==> src/rtl/cw_mem_stage_if.sv <==
// Memory-side bus of the C->W memory stage: one outstanding request,
// held stable until the memory acknowledges it.
interface cw_mem_stage_if #(
  parameter int DATA_WIDTH = 32
);
  logic                  mem_req;
  logic                  mem_we;
  logic [DATA_WIDTH-1:0] mem_addr;
  logic [DATA_WIDTH-1:0] mem_wdata;
  logic [3:0]            mem_be;
  logic                  mem_ack;
  logic [DATA_WIDTH-1:0] mem_rdata;

  // Pipeline stage side: issues requests, consumes acknowledge and read data
  modport master (
    output mem_req, mem_we, mem_addr, mem_wdata, mem_be,
    input  mem_ack, mem_rdata
  );

  // Memory side: receives requests, returns acknowledge and read data
  modport slave (
    input  mem_req, mem_we, mem_addr, mem_wdata, mem_be,
    output mem_ack, mem_rdata
  );
endinterface

==> src/rtl/cw_mem_stage.sv <==
// C->W memory stage. Pass-ops flow through in one cycle; aligned byte/word
// accesses stall the C stage while a single memory request is outstanding;
// misaligned word accesses retire immediately with exc_misaligned set.
module cw_mem_stage #(
  parameter int DATA_WIDTH = 32
) (
  input  logic                  clk,
  input  logic                  rst_n,
  input  logic                  C_valid,
  input  logic [DATA_WIDTH-1:0] C_w,
  input  logic [DATA_WIDTH-1:0] C_data,
  input  logic [6:0]            C_regDst,
  input  logic [1:0]            C_DC_rd_wr,
  input  logic                  C_DC_we,
  input  logic                  C_MuxD,
  input  logic                  C_RF_wrd,
  output logic                  stall,
  cw_mem_stage_if.master        mem,
  output logic                  W_valid,
  output logic [DATA_WIDTH-1:0] W_w,
  output logic [6:0]            W_regDst,
  output logic                  W_RF_wrd,
  output logic                  exc_misaligned
);

  typedef enum logic [1:0] {
    ST_IDLE = 2'b00,
    ST_BUSY = 2'b01,
    ST_DONE = 2'b10
  } state_t;

  // Byte-enable pattern for the access size and byte offset
  function automatic logic [3:0] calc_be(input logic is_byte, input logic [1:0] ofs);
    logic [3:0] be;
    if (is_byte) begin
      be = 4'b0001 << ofs;
    end else begin
      be = 4'b1111;
    end
    return be;
  endfunction

  // Write data lane formatting: bytes are replicated into every lane
  function automatic logic [DATA_WIDTH-1:0] calc_wdata(input logic is_byte,
                                                       input logic [DATA_WIDTH-1:0] data);
    logic [DATA_WIDTH-1:0] wd;
    if (is_byte) begin
      wd = {(DATA_WIDTH/8){data[7:0]}};
    end else begin
      wd = data;
    end
    return wd;
  endfunction

  state_t                state_q;
  logic                  mem_req_q;
  logic [DATA_WIDTH-1:0] addr_q;
  logic [DATA_WIDTH-1:0] wdata_q;
  logic [3:0]            be_q;
  logic                  we_q;
  logic                  byte_q;
  logic [6:0]            regdst_q;
  logic                  muxd_q;
  logic                  rfwrd_q;
  logic                  W_valid_q;
  logic [DATA_WIDTH-1:0] W_w_q;
  logic [6:0]            W_regDst_q;
  logic                  W_RF_wrd_q;
  logic                  exc_q;

  logic                  is_byte_s;
  logic                  is_word_s;
  logic                  mem_op_s;
  logic                  misaligned_s;
  logic                  issue_s;
  logic [7:0]            lane_s;
  logic [DATA_WIDTH-1:0] load_data_s;
  logic                  stall_s;

  // Decode the C-stage instruction; size code 11 behaves like 00
  always_comb begin
    is_byte_s    = (C_DC_rd_wr == 2'b01);
    is_word_s    = (C_DC_rd_wr == 2'b10);
    mem_op_s     = C_valid & (is_byte_s | is_word_s);
    misaligned_s = mem_op_s & is_word_s & (C_w[1:0] != 2'b00);
    issue_s      = mem_op_s & ~misaligned_s;
  end

  // Select the addressed byte lane of the read word and form load data
  always_comb begin
    lane_s = 8'h00;
    case (addr_q[1:0])
      2'b00:   lane_s = mem.mem_rdata[7:0];
      2'b01:   lane_s = mem.mem_rdata[15:8];
      2'b10:   lane_s = mem.mem_rdata[23:16];
      2'b11:   lane_s = mem.mem_rdata[31:24];
      default: lane_s = 8'h00;
    endcase
    if (byte_q) begin
      load_data_s = {{(DATA_WIDTH-8){1'b0}}, lane_s};
    end else begin
      load_data_s = mem.mem_rdata;
    end
  end

  // Upstream hold: set while accepting or waiting on a memory op, forced low in reset
  always_comb begin
    stall_s = 1'b0;
    case (state_q)
      ST_IDLE: stall_s = issue_s;
      ST_BUSY: stall_s = 1'b1;
      ST_DONE: stall_s = 1'b0;
      default: stall_s = 1'b0;
    endcase
    if (!rst_n) begin
      stall_s = 1'b0;
    end else begin
      stall_s = stall_s;
    end
  end

  // Stage FSM with latched request fields and registered writeback bundle
  always_ff @(posedge clk or negedge rst_n) begin
    if (!rst_n) begin
      state_q    <= ST_IDLE;
      mem_req_q  <= 1'b0;
      addr_q     <= '0;
      wdata_q    <= '0;
      be_q       <= 4'b0000;
      we_q       <= 1'b0;
      byte_q     <= 1'b0;
      regdst_q   <= 7'd0;
      muxd_q     <= 1'b0;
      rfwrd_q    <= 1'b0;
      W_valid_q  <= 1'b0;
      W_w_q      <= '0;
      W_regDst_q <= 7'd0;
      W_RF_wrd_q <= 1'b0;
      exc_q      <= 1'b0;
    end else begin
      exc_q <= 1'b0;
      case (state_q)
        ST_IDLE: begin
          if (issue_s) begin
            addr_q     <= C_w;
            wdata_q    <= calc_wdata(is_byte_s, C_data);
            be_q       <= calc_be(is_byte_s, C_w[1:0]);
            we_q       <= C_DC_we;
            byte_q     <= is_byte_s;
            regdst_q   <= C_regDst;
            muxd_q     <= C_MuxD;
            rfwrd_q    <= C_RF_wrd;
            mem_req_q  <= 1'b1;
            W_valid_q  <= 1'b0;
            W_RF_wrd_q <= 1'b0;
            state_q    <= ST_BUSY;
          end else if (misaligned_s) begin
            W_valid_q  <= 1'b1;
            W_w_q      <= C_w;
            W_regDst_q <= C_regDst;
            W_RF_wrd_q <= 1'b0;
            exc_q      <= 1'b1;
          end else begin
            W_valid_q  <= C_valid;
            W_w_q      <= C_w;
            W_regDst_q <= C_regDst;
            W_RF_wrd_q <= C_RF_wrd & C_valid;
          end
        end
        ST_BUSY: begin
          if (mem.mem_ack) begin
            W_valid_q  <= 1'b1;
            W_regDst_q <= regdst_q;
            W_RF_wrd_q <= rfwrd_q;
            W_w_q      <= muxd_q ? load_data_s : addr_q;
            mem_req_q  <= 1'b0;
            state_q    <= ST_DONE;
          end else begin
            W_valid_q  <= 1'b0;
          end
        end
        ST_DONE: begin
          // C still shows the completed instruction; it is dropped, not re-issued
          W_valid_q  <= 1'b0;
          W_w_q      <= '0;
          W_RF_wrd_q <= 1'b0;
          state_q    <= ST_IDLE;
        end
        default: begin
          W_valid_q  <= 1'b0;
          mem_req_q  <= 1'b0;
          state_q    <= ST_IDLE;
        end
      endcase
    end
  end

  assign stall          = stall_s;
  assign mem.mem_req    = mem_req_q;
  assign mem.mem_we     = mem_req_q & we_q;
  assign mem.mem_addr   = {addr_q[DATA_WIDTH-1:2], 2'b00};
  assign mem.mem_wdata  = wdata_q;
  assign mem.mem_be     = be_q;
  assign W_valid        = W_valid_q;
  assign W_w            = W_w_q;
  assign W_regDst       = W_regDst_q;
  assign W_RF_wrd       = W_RF_wrd_q;
  assign exc_misaligned = exc_q;

endmodule

==> src/flat_wrapper.sv <==
// flat-port wrapper written by rule: the top's interface ports become plain ports
module cw_mem_stage_flat 
#(
  parameter int DATA_WIDTH = 32
)
  (clk, rst_n, C_valid, C_w, C_data, C_regDst, C_DC_rd_wr, C_DC_we, C_MuxD, C_RF_wrd, stall, W_valid, W_w, W_regDst, W_RF_wrd, exc_misaligned, mem_mem_req, mem_mem_we, mem_mem_addr, mem_mem_wdata, mem_mem_be, mem_mem_ack, mem_mem_rdata);
  cw_mem_stage_if #(.DATA_WIDTH(DATA_WIDTH)) mem_i ();
  input  logic clk;
  input  logic rst_n;
  input  logic C_valid;
  input  logic [DATA_WIDTH-1:0] C_w;
  input  logic [DATA_WIDTH-1:0] C_data;
  input  logic [6:0] C_regDst;
  input  logic [1:0] C_DC_rd_wr;
  input  logic C_DC_we;
  input  logic C_MuxD;
  input  logic C_RF_wrd;
  output logic stall;
  output logic W_valid;
  output logic [DATA_WIDTH-1:0] W_w;
  output logic [6:0] W_regDst;
  output logic W_RF_wrd;
  output logic exc_misaligned;
  output wire logic [$bits(mem_i.mem_req)-1:0] mem_mem_req;
  output wire logic [$bits(mem_i.mem_we)-1:0] mem_mem_we;
  output wire logic [$bits(mem_i.mem_addr)-1:0] mem_mem_addr;
  output wire logic [$bits(mem_i.mem_wdata)-1:0] mem_mem_wdata;
  output wire logic [$bits(mem_i.mem_be)-1:0] mem_mem_be;
  input wire logic [$bits(mem_i.mem_ack)-1:0] mem_mem_ack;
  input wire logic [$bits(mem_i.mem_rdata)-1:0] mem_mem_rdata;
  assign mem_mem_req = mem_i.mem_req;
  assign mem_mem_we = mem_i.mem_we;
  assign mem_mem_addr = mem_i.mem_addr;
  assign mem_mem_wdata = mem_i.mem_wdata;
  assign mem_mem_be = mem_i.mem_be;
  assign mem_i.mem_ack = mem_mem_ack;
  assign mem_i.mem_rdata = mem_mem_rdata;
  cw_mem_stage #(.DATA_WIDTH(DATA_WIDTH)) u_core (.clk(clk), .rst_n(rst_n), .C_valid(C_valid), .C_w(C_w), .C_data(C_data), .C_regDst(C_regDst), .C_DC_rd_wr(C_DC_rd_wr), .C_DC_we(C_DC_we), .C_MuxD(C_MuxD), .C_RF_wrd(C_RF_wrd), .stall(stall), .mem(mem_i), .W_valid(W_valid), .W_w(W_w), .W_regDst(W_regDst), .W_RF_wrd(W_RF_wrd), .exc_misaligned(exc_misaligned));
endmodule
==> config.mk <==
export PLATFORM = sky130hd
export DESIGN_NAME = cw_mem_stage_flat
export DESIGN_NICKNAME = d
export VERILOG_FILES = /design/src/rtl/cw_mem_stage_if.sv /design/src/rtl/cw_mem_stage.sv /design/src/flat_wrapper.sv
export SDC_FILE = /design/constraint.sdc
export NUM_CORES = 1
export LEC_CHECK = 0
export ABC_AREA = 1
export CORE_ASPECT_RATIO = 1.5
export CORE_MARGIN = 3
export CORE_UTILIZATION = 70
export CTS_BUF_LIST = sky130_fd_sc_hd__clkbuf_8
export CTS_CLUSTER_SIZE = 40
export DETAILED_ROUTE_END_ITERATION = 12
export DONT_BUFFER_PORTS = 1
export PLACE_DENSITY = 0.86
export RECOVER_POWER = 100
export SLEW_MARGIN = 20
export SYNTH_ARGS = -nofsm -noshare
export SYNTH_HDL_FRONTEND = slang
export SYNTH_SLANG_ARGS = --single-unit
export TNS_END_PERCENT = 100
==> constraint.sdc <==
create_clock -name clk -period 4.5 [get_ports clk]
set_input_delay 0.45 -clock clk [delete_from_list [all_inputs] [get_ports clk]]
set_output_delay 0.45 -clock clk [all_outputs]
set_load 0.01 [all_outputs]
==> impl_results.md, run 1 <==
* Die area at 0.0102 mm2
* Clock Latency Late Sink at 0.44 ns
* R2R Path End: u_core.byte_q
* Clock Pin Slew Worst Setup and Hold Paths at 0.07 ns
* Area contributors post-synth: dfrtp_1, nand2_1, o21ai_0
* Actual slew at the worst max-slew pin at 1.66 ns
* Share of layout cells above drive strength 1 at 5.64%
* FF/Latch Area at 0.00310 mm2
* Starting Density at 73.3%
* Post-synthesis register bit count at 124
* Part of the Yosys area used for sequential elements at 49.4%
* # fillers at 636
* Status: complete, but fails checks
* Antenna violations before repair at 1
* Pwr per Cell Area at 803 mW/mm2
* Fmax at 314 MHz
* Starting DRT DRC Count at 464
* Setup crit end kind: register
* Die Width at 83.3 um
* Input/output buffers at 0
* Synth cell types at 31
* Crit path kind: register to register
* DR vias at 5,348
* Setup WS pre-CTS at 1.57 ns
* RD Place Congestion at 0.894
* 1st-pass router iterations at 7
* Netlist Area Pre-Place at 0.00628 mm2
* Pleak at 3.14 nW
* Hold_ws at 0.121 ns
* I/O pin total at 225
* Vias per inst at 6.26
* Area of the multi-input gates at 0.00253 mm2
* Cells after synthesis at 785
* Failing checks: max-capacitance violations, max-slew violations
* Yosys top cell area share at 49.4%
* Ys async rst share at 100%
* Reg-to-Reg Start: u_core.state_q[0]
* Critical path arrival at 3.48 ns
* Total negative setup slack at 0 ns
* Root buf cell: clkbuf_8
* Slew HR at -10.7%
* Max VDD drop at 428 uV
* Worst Reg2Reg Path Length in Cells at 6
* Unrepaired setup endpoints after global routing: no
* Worst Slack Setup Final at 1.31 ns
* EDFF count, synth at 0
* Total power at 0.00515 W
* Top FF cell, synth: dfrtp_1
* Synth area leader: dfrtp_1
* Total gr overflow at 0
* CTS tree: done
* Worst setup SP type: register
* Die H at 122 um
* Worst-path fanout max at 43
* Total track usage at 33.1%
* Final nets at 850
* Critical path required time at 4.79 ns
* Syn_area_per_cell at 8.00 um2
* Hold Path End: u_core.addr_q[16]
* ANT nets after route at 0
* Hold Path Origin: C_w[16]
* Synthesis-to-finish area growth at 2.15%
* Final WL at 17,100 um
* Max-slew violation count at 40
* Final period utilization at 70.9%
* Wirelength per Cell at 20.0 um
* Tmin final at 3.19 ns
* Rows at 41
* Worst Skew at 0.0105 ns
* Hold Crit Class: input port to register
* CTS sink cnt at 124
* Max-cap violations at 1
* R2R Setup Slk at 1.31 ns
* Finish-stage setup viols at 0
* Pin count of the biggest net entering global routing at 125
* Final HPWL from detailed placement at 11,700 um
* Worst Hold Depth at 2
* CTS buffer count at 17
* H-tree lvl count at 4
* Clk buf depth at 2
* First-pass GRT wire length at 26,400 um
* Vias in the first global route at 5,133
* Core area at 0.00857 mm2
* Total number of yosys warnings at 0
* Endpoints failing hold at 0
* # DRC at 0
==> worst max-delay path, cell delays in order (launching register included) <==
cell and delay, ns:
dfrtp_1 0.41, inv_1 0.09, ha_1 0.30, nand3_4 0.41, clkbuf_1 1.25, nor2_1 0.30, o21bai_1 0.26
==> timing repair <==
| item | CTS | global route |
|---|---|---|
| gates resized for setup | 0 | 0 |
| hold buffers | 2 | 0 |
| setup buffers | 0 | 0 |
| hold endpoints to repair | 124 | 0 |
==> how the worst max path moves through the flow <==
stage	end	from
detailed placement	u_core.mem.mem_wdata[9]	C_DC_rd_wr[0]
floorplan	stall	C_DC_rd_wr[0]
global placement	u_core.mem.mem_wdata[22]	C_DC_rd_wr[0]
global route	u_core.byte_q	u_core.state_q[0]
finish	u_core.byte_q	u_core.state_q[0]
CTS	u_core.W_w[28]	u_core.muxd_q
==> cells in the mapped netlist (6+ instances only) <==
| cell type | instances |
|---|---|
| nand2_1 | 257 |
| dfrtp_1 | 124 |
| o21ai_0 | 69 |
| nand3_1 | 68 |
| nor2_1 | 40 |
| buf_4 | 38 |
| inv_1 | 37 |
| a21oi_1 | 30 |
| o21a_1 | 24 |
| buf_2 | 22 |
| clkbuf_1 | 14 |
| a22oi_1 | 12 |
| o22ai_1 | 12 |
| ha_1 | 6 |
| inv_2 | 6 |
==> cell families (layout without fill, tap and decap cells) <==
kind of cell	count (synthesis)	in the layout	share of synthesized area [%]
adder cells (fa/ha/maj)	6	6	1.20
AND/OR/NAND/NOR	376	376	24.6
flip-flops	124	124	49.4
buffers and inverters	122	81	10.2
other	1	4	0.0597
AO/OA/AOI/OAI	156	156	14.5
==> through the flow <==
step	util, %	std cells	cell area (um2)
2_1_floorplan	-	786	6280
3_3_place_gp	69.5	818	5960
3_5_place_dp	69.5	818	5960
4_1_cts	75.0	852	6430
5_1_grt	74.9	854	6420
6_report	74.9	854	6420
==> sequential cells by signal (all words and copies together), names as in the netlist, 2 cells and up <==
register and count:
u_core.regdst_q 7, u_core.addr_q 32, u_core.state_q 2, u_core.W_regDst 7, u_core.mem.mem_be 4, u_core.W_w 32
u_core.mem.mem_wdata 32
==> final cells by class <==
cell class,count,area share [%]
Sequential cell,124,48.4
Multi-Input combinational cell,540,39.4
Clock buffer,23,4.93
Inverter,46,2.71
Tap cell,107,2.09
Clock inverter,9,1.81
Timing Repair Buffer,3,0.644
Antenna cell,2,0.0780
==> layer usage <==
| metal | GRT usage, % | vias up | wire (um) |
|---|---|---|---|
| li1 | - | 2421 | - |
| met2 | 54.6 | 365 | 8480 |
| met1 | 37.2 | 2504 | 5750 |
| met4 | 14.3 | 0 | 630 |
| met5 | 0 | - | 0 |
| met3 | 14.7 | 58 | 2220 |
==> placed cells by master, fill, tap and decap left out, types with 2 or more instances in the layout <==
cell type  count
a21oi_1       30
o21a_1        24
a2bb2oi_1      4
inv_2          4
nand2_1      258
diode_2        2
bufinv_16      3
conb_1         2
nor2_1        42
clkinv_2       4
a22oi_1       12
nand2_2        2
ha_1           6
clkbuf_8      23
o22ai_1       12
nor2_2         2
dfrtp_1      124
o21ai_0       69
clkinv_1       3
inv_1         41
nand3_1       68
==> where the power goes <==
part,leakage [nW],internal (W),total (W),switching [W]
logic,1.39,0.000589,0.00166,0.00107
registers,1.51,0.00166,0.00244,0.000773
clock network,0.235,0.000629,0.00105,0.000426
total,3.14,0.00288,0.00515,0.00227
No activity file was read; power rests on OpenSTA's default activity.
==> run 2: changes to the inputs <==
--- a/config.mk
+++ b/config.mk
@@ -5,15 +5,15 @@
 export SDC_FILE = /design/constraint.sdc
 export NUM_CORES = 1
 export LEC_CHECK = 0
-export ABC_AREA = 1
+export ABC_AREA = 0
 export CORE_ASPECT_RATIO = 1.5
 export CORE_MARGIN = 3
-export CORE_UTILIZATION = 70
+export CORE_UTILIZATION = 66
 export CTS_BUF_LIST = sky130_fd_sc_hd__clkbuf_8
 export CTS_CLUSTER_SIZE = 40
 export DETAILED_ROUTE_END_ITERATION = 12
 export DONT_BUFFER_PORTS = 1
-export PLACE_DENSITY = 0.86
+export PLACE_DENSITY = 0.82
 export RECOVER_POWER = 100
 export SLEW_MARGIN = 20
 export SYNTH_ARGS = -nofsm -noshare
==> constraint.sdc (replaced) <==
create_clock -name clk -period 3.1 [get_ports clk]
set_input_delay 0.31 -clock clk [delete_from_list [all_inputs] [get_ports clk]]
set_output_delay 0.31 -clock clk [all_outputs]
set_load 0.01 [all_outputs]
==> run 2 against run 1 <==
  * The flow finishes with violations (negative hold slack)
  * Combinational power grew 41%
  * Cell count decreased by 12%
  * Synthesized cell count decreased by 17%
  * Sequential share of layout area fell by 1.6 points
  * Global-route usage down 1.5 points
  * Flip-flop and latch count unchanged
  * Via count down 11%
  * Critical endpoint is now u_core.muxd_q
  * Largest power group unchanged
==> impl_results.md, run 2 <==
* RD Place Congestion at 0.872
* Core area at 0.00899 mm2
* Slew HR at 35.6%
* Clk buf depth at 2
* # DRC at 0
* Area contributors post-synth: dfrtp_1, nand2_1, mux2i_1
* Finish-stage setup viols at 0
* Commonest non-fill, non-tap cell in the layout: nand2_1
* Tmin final at 2.69 ns
* Starting DRT DRC Count at 360
* Synthesis-to-finish area growth at 7.10%
* Status: complete, but fails checks
* CTS tree: done
* Hold_ws at -0.433 ns
* Syn_area_per_cell at 9.55 um2
* Fmax at 372 MHz
* Total negative setup slack at 0 ns
* Worst setup SP type: register
* Netlist Area Pre-Place at 0.00619 mm2
* Starting Density at 68.9%
* Worst-path fanout max at 20
* Post-synth top cells: nand2_1, dfrtp_1, o21ai_0, mux2i_1, inv_1
* Max-slew violation count at 0
* CTS sink cnt at 124
* Vias in the first global route at 5,042
* Failing checks: negative hold slack
* Setup crit end kind: register
* I/O pin total at 225
* Total number of yosys warnings at 0
* Final instance area at 0.00663 mm2
* Final HPWL from detailed placement at 11,400 um
* Max-cap violations at 0
* EDFF count, synth at 0
* Yosys top cell area share at 50.1%
* 1st-pass router iterations at 6
* Most frequent cell after synthesis: nand2_1
* ANT nets after route at 0
* Total power at 0.00716 W
* Input/output buffers at 0
* Most frequent cells in the layout: nand2_1, dfrtp_1, o21ai_0
* Pin count of the biggest net entering global routing at 126
* Wirelength per Cell at 21.9 um
* Ys async rst share at 100%
* Pleak at 3.04 nW
* Final nets at 746
* Critical path required time at 3.39 ns
* Max VDD drop at 639 uV
* Crit path kind: register to register
* Total track usage at 31.6%
* Unrepaired setup endpoints after global routing: no
* ANT cells at 0
* Root buf cell: clkbuf_8
* Synth area leader: dfrtp_1
* Die Width at 85.1 um
* Antenna violations before repair at 0
* Hold Crit Class: input port to async pin
* # fillers at 647
* Placed cell area at 0.00596 mm2
* Cells after synthesis at 648
* DR vias at 4,759
* Critical path arrival at 2.98 ns
* Post-CTS sizing at 0
* Post-synthesis register bit count at 124
* Actual slew at the worst max-slew pin at 0.966 ns
* First-pass GRT wire length at 26,200 um
* Share of layout cells above drive strength 1 at 6.55%
* Top FF cell, synth: dfrtp_1
* Pwr per Cell Area at 1080 mW/mm2
* Endpoints failing hold at 124
* CTS buffer count at 17
* Clock Latency Late Sink at 0.43 ns
* Vias per inst at 6.34
* H-tree lvl count at 4
* Final WL at 16,400 um
* Final core utilization at 73.8%
* Total gr overflow at 0
* Final period utilization at 86.8%
* Clock Pin Slew Worst Setup and Hold Paths at 0.07 ns
* Die area at 0.0106 mm2
* Part of the Yosys area used for sequential elements at 50.1%
* Die H at 125 um
* Worst Skew at 0.00736 ns
* Synth cell types at 38
* Rows at 42
-- run 2: cell type report --
class	instances	area, um2	area share [%]
Sequential cell	124	3100	46.8
Inverter	37	139	2.10
Multi-Input combinational cell	411	2520	38.0
Timing Repair Buffer	37	343	5.17
Clock inverter	13	126	1.91
Clock buffer	19	262	3.94
Tap cell	110	138	2.08
-- run 2: metal layers --
metal	global-route usage (%)	part of all wire, %
met3	12.4	9.6
met1	33.5	35
met4	14.6	3.0
met5	0	0
met2	54.1	53
-- run 2: where the power goes --
group	internal (W)	switching [W]	leakage, nW	total, W
registers	0.00239	0.00105	1.52	0.00343
logic	0.000985	0.00136	1.32	0.00234
clock network	0.000745	0.000640	0.196	0.00138
-- run 2: path summary, 6_finish.rpt --
| path | endpoint | depth (start not counted) | slack (ns) | startpoint |
|---|---|---|---|---|
| setup reg to reg | u_core.muxd_q | 6 | 0.41 | u_core.state_q[1] |
| max in group asynchronous | u_core.regdst_q[6] | 0 | 3.31 | rst_n |
| setup / recovery | u_core.muxd_q | 6 | 0.41 | u_core.state_q[1] |
| min in group clk | u_core.state_q[1] | 2 | 0.03 | mem_mem_ack |
| hold / removal | u_core.addr_q[12] | 0 | -0.43 | rst_n |
| hold reg to reg | u_core.regdst_q[0] | 2 | 0.48 | u_core.regdst_q[0] |
-- run 2: logic make-up (layout without fill, tap and decap cells) --
kind of cell	count (synthesis)	in the layout	synth area share, %
buffers and inverters	114	106	9.52
AO/OA/AOI/OAI	186	186	20.5
multiplexers	40	40	6.47
AND/OR/NAND/NOR	177	177	12.1
flip-flops	124	124	50.1
other	1	2	0.0606
adder cells (fa/ha/maj)	6	6	1.21
-- run 2: timing repair --
item                       4_1_cts  5_1_grt
hold buffers                    28        1
setup endpoints to repair        0        0
hold endpoints to repair       152      125
setup buffers                    0        0
-- run 2: metrics by stage --
stage | setup slack [ns] | hold slack (ns) | std cells
after global routing | 0.191 | -0.470 | 751
after detailed placement | 0.655 | 0.0170 | 690
final | 0.410 | -0.433 | 751
after floorplan | 1.20 | 0.0144 | 649
after global placement | 0.781 | 0.0173 | 690
after CTS | 0.404 | -0.455 | 750
-- run 2: worst max-delay path, stage by stage (launching register included) --
cell	delay, ns
dfrtp_1	0.42
inv_1	0.11
ha_1	0.21
and3b_1	0.38
and2_0	0.81
clkbuf_2	0.50
o21ai_0	0.12
